`src/rtl/nn_layer_seq_pkg.sv`:
```
// Shared definitions for the fully-connected layer sequencer.
// Contents: FSM state encoding, register offsets, CTRL bit positions and
// the width of the neuron index / ARGMAX register.
package nn_layer_seq_pkg;

    typedef enum logic [1:0] {
        ST_IDLE  = 2'd0,
        ST_RUN   = 2'd1,
        ST_DRAIN = 2'd2,
        ST_WRITE = 2'd3
    } state_t;

    localparam logic [2:0] REG_CTRL   = 3'd0;
    localparam logic [2:0] REG_NIN_LO = 3'd1;
    localparam logic [2:0] REG_NIN_HI = 3'd2;
    localparam logic [2:0] REG_NOUT   = 3'd3;
    localparam logic [2:0] REG_ARGMAX = 3'd4;

    localparam int CTRL_START    = 0;
    localparam int CTRL_CLR_DONE = 1;
    localparam int CTRL_IRQ_EN   = 2;

    // N_OUT is an 8-bit register, so neuron indices fit in 8 bits.
    localparam int IDX_W = 8;

endpackage

```
`src/rtl/nn_layer_seq_argmax_tracker.sv`:
```
// Running argmax over the accumulators of one layer.
// Ports:
//   clk, reset_n  clock, async active-low reset
//   load          first neuron: take value/index unconditionally
//   update        later neuron: take value/index only if value > best (signed)
//   value         signed accumulator of the current neuron
//   index         index of the current neuron
//   idx_nxt       winning index including the current neuron (combinational),
//                 so the caller can latch the final result in the same cycle
module argmax_tracker #(
    parameter int ACC_W = 32,
    parameter int IDX_W = 8
) (
    input  logic                    clk,
    input  logic                    reset_n,
    input  logic                    load,
    input  logic                    update,
    input  logic signed [ACC_W-1:0] value,
    input  logic        [IDX_W-1:0] index,
    output logic        [IDX_W-1:0] idx_nxt
);

    logic signed [ACC_W-1:0] best;
    logic        [IDX_W-1:0] idx;
    logic                    take;

    // Strict compare: a tie keeps the earlier (lower) index.
    assign take    = load | (update & (value > best));
    assign idx_nxt = take ? index : idx;

    always_ff @(posedge clk or negedge reset_n) begin
        if (!reset_n) begin
            best <= '0;
            idx  <= '0;
        end else if (take) begin
            best <= value;
            idx  <= index;
        end
    end

endmodule

```
`src/rtl/nn_layer_seq.sv`:
```
// Sequencer for one fully-connected layer: walks the input and weight BRAMs,
// drives the external MAC, writes one accumulator per output neuron into the
// result BRAM and keeps the index of the largest accumulator.
// Ports:
//   clk, reset_n                 clock, async active-low reset
//   address/chipselect/read/
//   write/writedata/readdata     8-bit Avalon-MM slave (readdata registered)
//   mem_en, in_addr, w_addr      input/weight BRAM read port
//   mac_clr, mac_en              MAC control, aligned with BRAM read data
//   acc_in                       signed accumulator from the MAC
//   res_we, res_addr             result BRAM write port (data is acc_in)
//   irq                          done & irq_en
module nn_layer_seq
    import nn_layer_seq_pkg::*;
#(
    parameter int IN_AW   = 13,
    parameter int W_AW    = 19,
    parameter int RES_AW  = 13,
    parameter int ACC_W   = 32,
    parameter int RD_LAT  = 1,
    parameter int MAC_LAT = 1
) (
    input  logic                    clk,
    input  logic                    reset_n,
    input  logic [2:0]              address,
    input  logic                    chipselect,
    input  logic                    read,
    input  logic                    write,
    input  logic [7:0]              writedata,
    output logic [7:0]              readdata,
    output logic                    mem_en,
    output logic [IN_AW-1:0]        in_addr,
    output logic [W_AW-1:0]         w_addr,
    output logic                    mac_clr,
    output logic                    mac_en,
    input  logic signed [ACC_W-1:0] acc_in,
    output logic                    res_we,
    output logic [RES_AW-1:0]       res_addr,
    output logic                    irq
);

    localparam logic [7:0] DRAIN_LAST = 8'(RD_LAT + MAC_LAT - 1);

    state_t              state, state_nxt;
    logic [IN_AW-1:0]    nin, i, nin_m1;
    logic [7:0]          nout, j, argmax, drain_cnt;
    logic [W_AW-1:0]     w_base;
    logic                irq_en, done, busy;
    logic [RD_LAT-1:0]   mac_en_p, mac_clr_p;
    logic [IDX_W-1:0]    best_idx_nxt;
    logic                wr, rd, start_req, zero_len, last_i, last_j;

    assign wr        = chipselect & write;
    assign rd        = chipselect & read & ~write;
    assign start_req = wr && (address == REG_CTRL) && writedata[CTRL_START];
    assign zero_len  = (nin == '0) || (nout == '0);
    assign nin_m1    = nin - 1'b1;
    assign last_i    = (i == nin_m1);
    assign last_j    = (j == nout - 8'd1);
    assign busy      = (state != ST_IDLE);

    assign mem_en   = (state == ST_RUN);
    assign in_addr  = i;
    assign w_addr   = w_base + W_AW'(i);
    assign res_we   = (state == ST_WRITE);
    assign res_addr = RES_AW'(j);
    assign mac_en   = mac_en_p[RD_LAT-1];
    assign mac_clr  = mac_clr_p[RD_LAT-1];
    assign irq      = done & irq_en;

    argmax_tracker #(
        .ACC_W (ACC_W),
        .IDX_W (IDX_W)
    ) u_argmax (
        .clk     (clk),
        .reset_n (reset_n),
        .load    (res_we && (j == 8'd0)),
        .update  (res_we && (j != 8'd0)),
        .value   (acc_in),
        .index   (j),
        .idx_nxt (best_idx_nxt)
    );

    always_ff @(posedge clk or negedge reset_n) begin
        if (!reset_n) state <= ST_IDLE;
        else          state <= state_nxt;
    end

    always_comb begin
        state_nxt = state;
        case (state)
            ST_IDLE:  if (start_req && !zero_len) state_nxt = ST_RUN;
            ST_RUN:   if (last_i) state_nxt = ST_DRAIN;
            ST_DRAIN: if (drain_cnt == DRAIN_LAST) state_nxt = ST_WRITE;
            ST_WRITE: state_nxt = last_j ? ST_IDLE : ST_RUN;
            default:  state_nxt = ST_IDLE;
        endcase
    end

    always_ff @(posedge clk or negedge reset_n) begin
        if (!reset_n) begin
            nin       <= '0;
            nout      <= '0;
            irq_en    <= 1'b0;
            done      <= 1'b0;
            argmax    <= '0;
            readdata  <= '0;
            i         <= '0;
            j         <= '0;
            w_base    <= '0;
            drain_cnt <= '0;
            mac_en_p  <= '0;
            mac_clr_p <= '0;
        end else begin
            // Delay line lining MAC control up with BRAM read data.
            mac_en_p  <= (mac_en_p << 1) | RD_LAT'(mem_en);
            mac_clr_p <= (mac_clr_p << 1) | RD_LAT'(mem_en && (i == '0));

            // clr_done first so that a start in the same write overrides it below.
            if (wr && (address == REG_CTRL)) begin
                irq_en <= writedata[CTRL_IRQ_EN];
                if (writedata[CTRL_CLR_DONE]) done <= 1'b0;
            end

            if (wr && !busy) begin
                case (address)
                    REG_NIN_LO: nin[7:0]       <= writedata;
                    REG_NIN_HI: nin[IN_AW-1:8] <= writedata[IN_AW-9:0];
                    REG_NOUT:   nout           <= writedata;
                    default: ;
                endcase
            end

            if (rd) begin
                case (address)
                    REG_CTRL:   readdata <= {5'b0, irq_en, done, busy};
                    REG_NIN_LO: readdata <= nin[7:0];
                    REG_NIN_HI: readdata <= 8'(nin[IN_AW-1:8]);
                    REG_NOUT:   readdata <= nout;
                    REG_ARGMAX: readdata <= argmax;
                    default:    readdata <= '0;
                endcase
            end else begin
                readdata <= '0;
            end

            case (state)
                ST_IDLE: begin
                    if (start_req) begin
                        if (zero_len) begin
                            done   <= 1'b1;
                            argmax <= '0;
                        end else begin
                            done   <= 1'b0;
                            i      <= '0;
                            j      <= '0;
                            w_base <= '0;
                        end
                    end
                end
                ST_RUN: begin
                    drain_cnt <= '0;
                    if (!last_i) i <= i + 1'b1;
                end
                ST_DRAIN: drain_cnt <= drain_cnt + 8'd1;
                ST_WRITE: begin
                    i <= '0;
                    if (last_j) begin
                        done   <= 1'b1;
                        argmax <= best_idx_nxt;
                    end else begin
                        j      <= j + 8'd1;
                        w_base <= w_base + W_AW'(nin);
                    end
                end
                default: ;
            endcase
        end
    end

endmodule

```
`config.mk`:
```
export PLATFORM = sky130hd
export DESIGN_NAME = nn_layer_seq
export DESIGN_NICKNAME = d
export VERILOG_FILES = /design/src/rtl/nn_layer_seq_pkg.sv /design/src/rtl/nn_layer_seq_argmax_tracker.sv /design/src/rtl/nn_layer_seq.sv
export SDC_FILE = /design/constraint.sdc
export NUM_CORES = 1
export LEC_CHECK = 0
export BUFFER_PORTS_ARGS = -buffer_cell sky130_fd_sc_hd__buf_4
export CELL_PAD_IN_SITES_DETAIL_PLACEMENT = 0
export CELL_PAD_IN_SITES_GLOBAL_PLACEMENT = 1
export CORE_MARGIN = 2
export CORE_UTILIZATION = 45
export CTS_CLUSTER_SIZE = 14
export DETAILED_ROUTE_END_ITERATION = 16
export PLACE_DENSITY_LB_ADDON = 0.25
export SYNTH_ARGS = -nofsm -noshare
export SYNTH_HDL_FRONTEND = slang
export SYNTH_SLANG_ARGS = --single-unit
```
`constraint.sdc`:
```
create_clock -name clk -period 4.05 [get_ports clk]
set_input_delay 0.81 -clock clk [delete_from_list [all_inputs] [get_ports clk]]
set_output_delay 0.81 -clock clk [all_outputs]
set_load 0.05 [all_outputs]
```
## After elaboration in Yosys (flattened, before gate mapping)

Cells that the tools add are included.

| cells by class | value |
|---|---|
| eq/ne operators | 19 |
| order comparisons | 1 |
| bitwise operators | 7 |
| reductions and logical operators | 28 |
| div/mod/pow operators | 0 |
| multiply operators | 0 |
| muxes and demuxes | 31 |
| add/subtract/negate cells | 7 |
| shifts and indexed selects | 0 |

Operators by type and width:

| operator | number |
|---|---|
| $mux 8 | 8 |
| $mux 19 | 3 |
| $pmux 8 s2 | 3 |
| $pmux 8 s5 | 1 |
| $mux 13 | 3 |
| $pmux 13 s3 | 1 |
| $add 19x13->19 | 2 |
| $pmux 19 s2 | 1 |
| $gt 32x32->1 | 1 |
| $logic_not 13->1 | 2 |
| $add 8x1->8 const B | 2 |
| $logic_not 8->1 | 2 |
| $ne 2x2->1 const B | 7 |
| $add 13x1->13 const B | 1 |
| $eq 13x13->1 | 1 |
| $sub 13x1->13 const B | 1 |
| $reduce_and 4->1 | 3 |
| $eq 8x1->1 const B | 1 |
| $eq 8x8->1 | 1 |
| $pmux 2 s4 | 1 |
| $reduce_bool 8->1 | 1 |
| $sub 8x1->8 const B | 1 |
| $logic_and 1x1->1 | 7 |
| $eq 3x2->1 const B | 2 |
| 19 further kinds | 37 |

| storage, ports and cells | value |
|---|---|
| memories kept | 0 |
| bits in registers | 131 |
| word-level logic and storage cells | 109 |
| output and inout port bits | 58 |
| memory bits (read-only) | 0 |
| input port bits | 48 |
| RAM bits | 0 |
| bits in latches | 0 |

## Longest topological paths before layout

| logic depth | value |
|---|---|
| depth after elaboration | 7 |
| mapped depth | 12 |
| gate-level depth less buffers | 11 |

## Modules after synthesis

A second synthesis with hierarchy kept.

| unflattened totals | value |
|---|---|
| cell total of the unflattened synthesis | 953 |
| area, all modules | 9,215.1 µm² |

Modules (own cells, without submodules):

| module | times used | cells an instance | seq. area each (µm²) | area each (µm²) |
|---|---|---|---|---|
| nn_layer_seq | 1 | 753 | 2,277.2 | 6,739.0 |
| argmax_tracker | 1 | 200 | 1,001.0 | 2,476.1 |

## Least setup slack after synthesis

OpenSTA, ideal clock, no wires.

| timing | value |
|---|---|
| kind | flip-flop to output port |
| start | reg i[0] (netlist: in_addr[0]) |
| end | out w_addr[16] |
| arrival time | 3,381 ps |
| buffers on the path | 0 |
| slack | -141 ps |
| data required time | 3,240 ps |
| stages on the path, launching flop included | 12 |
| cell sequence | dfrtp_1 -> ha_1 -> inv_1 -> fa_1 -> nor2b_1 -> o21a_1 -> o21ai_0 -> a211o_1 -> a311oi_1 -> o21ai_0 -> nor2_1 -> xor2_1 |

| between the ends | value |
|---|---|
| word-level cells in the longest chain between the ends | 1 |

Ends and longest elaborated chain:

| what | RTL line | source |
|---|---|---|
| start, declared | nn_layer_seq.sv:45 | `logic [IN_AW-1:0] nin, i, nin_m1;` |
| start signal, assigned | nn_layer_seq.sv:163 | `if (!last_i) i <= i + 1'b1;` |
| $add 19x13->19 | nn_layer_seq.sv:64 | `assign w_addr = w_base + W_AW'(i);` |
| end, declared | nn_layer_seq.sv:33 | `output logic [W_AW-1:0] w_addr,` |

No other way between the ends.

## Worst setup path after layout

Ends and elaborated chain as after synthesis.

==> flow_summary.json <==
{
  "status": "complete, no violations",
  "critical_path.endpoint_type": "output port",
  "dieArea_sq_um": 20410,
  "ios": 106,
  "drt_iter0_drc": 452,
  "leakagePower_nw": 4.839,
  "antenna_left": 0,
  "cts_made_buffers": 17,
  "max_freq_mhz": 258.1,
  "dp_slack_ps": 310.5,
  "synth_seq_cells": 131,
  "io_buffer_count": 100,
  "whs_ps": 501.8,
  "syn_to_final_growth_pct": 19.78,
  "synth-edff-count": 0,
  "cts_root_buf": "clkbuf_16",
  "die_h_um": 142.9,
  "crit_required_ps": 3240,
  "avgSynthCellArea_sq_um": 9.163,
  "drive_gt1_frac": 0.2094,
  "clkTransAtPathRegs_ps": 60,
  "setup_tns_ps": 0,
  "slew_violations": 0,
  "max_cap_violations": 0,
  "synth_seq_area_share": 0.3778,
  "initial_core_util": 0.4608,
  "setup_ws_ps": 175.0,
  "rsz0062_at_grt": "yes",
  "synthCells": 947,
  "critical_path_arrival_ps": 3060,
  "antenna_found_initial": 0,
  "rows": 50,
  "postCtsHoldBufs": 0,
  "hpwl_um": 15870,
  "ir_drop_mv": 0.2577,
  "slew_headroom": 0.2923,
  "grt_first_pass_wirelength_um": 35610,
  "vias": 7197,
  "overflow": 0,
  "grt_max_degree": 113,
  "die_w_um": 142.9,
  "dpl.cell_count": 1286,
  "worst_pin_slew_ps": 1062,
  "period_needed_ps": 3875,
  "hold_violations": 0,
  "finalWeightedCongestion": 0.8830,
  "finalSetupViolCount": 0,
  "drt_pre_antenna_iters": 5,
  "n_fill_cell": 1729,
  "synthArstFlopShare": 1.000,
  "grt_usage": 0.2224,
  "fin_worst_skew_ps": 9.241,
  "synth_flop_cell": "dfrtp_1",
  "syn-cell-area_sq_um": 8677,
  "start_kind": "register",
  "htreeDepth": 4,
  "clk-insertion-delay-late_ps": 420,
  "cts_tree": "built",
  "drt-wirelength-per-cell_um": 16.38,
  "path_max_fanout": 3,
  "p_per_area_nw_per_um2": 297.6,
  "drcViolationCount": 0,
  "clock_sinks": 131,
  "drt_wl_total_um": 21700,
  "instances_no_fill": 1325,
  "vias_per_cell": 5.432,
  "grt_pass1_vias": 6821,
  "diodes": 0,
  "fin_crit_sh": 0.9568,
  "final_nets": 1173,
  "yosysWarningCount": 0,
  "core_sq_um": 18830,
  "ys_types": 76,
  "clockBufferDepth": 2,
  "crit_type": "register to output port",
  "hold_class": "register to register",
  "finish.utilization": 0.5520
}
[path summary, 6_finish.rpt]
check,startpoint,end,slack (ps),cells past startpoint
max in group asynchronous,reset_n,u_argmax.best[12],2680,2
worst min register to register,argmax[5],argmax[5],500,1
worst min-delay path,argmax[5],argmax[5],500,1
worst max register to register,nin[5],state[1],740,8
worst max-delay path,in_addr[0],w_addr[16],180,12
min in group asynchronous,reset_n,nin[7],520,1
[flip-flops by register name, indices dropped and copies added (netlist names), 13 cells and up]
name           cells
w_base            19
nin               13
u_argmax.best     32
in_addr           13
[logic make-up (layout without fill, tap and decap cells)]
| kind of cell | Yosys count | in the layout | synth area share |
|---|---|---|---|
| multiplexers | 45 | 45 | 0.05667 |
| other | 1 | 5 | 0.0004322 |
| AND/OR/NAND/NOR | 300 | 300 | 0.1730 |
| adder cells (fa/ha/maj) | 73 | 73 | 0.1070 |
| flip-flops | 131 | 131 | 0.3778 |
| AO/OA/AOI/OAI | 213 | 213 | 0.1608 |
| XOR/XNOR | 65 | 65 | 0.06648 |
| buffers and inverters | 119 | 233 | 0.05782 |
[where the power goes]
group	leakage [nW]	switching [mW]	total, mW	internal (mW)
clock network	0.272	0.621	1.53	0.909
registers	1.59	0.00910	1.34	1.33
logic	2.97	0.130	0.222	0.0918
[final cells by class]
type,instances,area (sq um),share of cell area
tap,260,325.3,0.03130
clock inverter,15,156.4,0.01505
multi-input combinational,701,4972,0.4784
timing repair buffer,125,949.7,0.09137
inverter,76,285.3,0.02745
clock buffer,17,425.4,0.04093
sequential,131,3279,0.3155
[placed cells by master (no fill, tap or decap), drive strengths merged, types with 4 or more instances in the layout]
master and n:
a211oi 8, a21oi 40, a221oi 4, a31oi 13, a32o 8, and2 7, and3 7, buf 125
clkbuf 17, clkinv 5, clkinvlp 5, conb 5, dfrtp 131, ha 71, inv 79, mux2 33
mux2i 12, nand2 78, nand2b 4, nand3 39, nand4 15, nor2 81, nor2b 8, nor3 21
nor4 8, nor4b 4, o2111ai 4, o211ai 12, o21a 8, o21ai 75, o22ai 5, or2 5
or3 7, or4 6, xnor2 37, xor2 28
[stage by stage]
step           total power [mW]  instance area (sq um)
4_1_cts                   3.124                  10310
3_5_place_dp              1.589                   9718
2_1_floorplan             1.491                   8715
6_report                  3.093                  10390
3_3_place_gp              1.589                   9718
5_1_grt                   3.215                  10390
[Yosys cell counts (all sizes together), types with 12 or more instances]
| cell type | n | area share |
|---|---|---|
| inv | 76 | 0.033 |
| ha | 71 | 0.10 |
| o211ai | 12 | 0.011 |
| mux2i | 12 | 0.014 |
| a31oi | 13 | 0.010 |
| nand3 | 39 | 0.023 |
| o21ai | 75 | 0.043 |
| clkbuf | 30 | 0.015 |
| nand2 | 78 | 0.034 |
| a21oi | 40 | 0.023 |
| buf | 13 | 0.0097 |
| dfrtp | 131 | 0.38 |
| nor3 | 21 | 0.012 |
| xnor2 | 37 | 0.038 |
| mux2 | 33 | 0.043 |
| nor2 | 81 | 0.036 |
| nand4 | 15 | 0.011 |
| xor2 | 28 | 0.028 |
[worst max-delay path, stage by stage (launching register included)]
cell      delay [ps]
dfrtp_1          350
ha_2             190
inv_2             40
fa_2             350
nor2b_1          130
o21a_1           190
o21ai_2           70
a211o_1          360
a311oi_4         370
o21ai_2          120
nor2_2           160
xor2_2           150
buf_6            170
[metal layers]
| metal | track usage | routed length, um |
|---|---|---|
| met4 | 0.06149 | 332 |
| met2 | 0.3553 | 9950 |
| met1 | 0.3150 | 10580 |
| met5 | 0 | 0 |
| met3 | 0.03421 | 843 |
[timing repair]
| action | CTS | global route |
|---|---|---|
| pin swaps | 0 | 7 |
| setup endpoints to repair | 1 | 3 |
| gates resized for setup | 2 | 11 |
| buffers inserted | 0 | 7 |
| gates cloned | 0 | 0 |
Power figures use the tool's default switching activity.
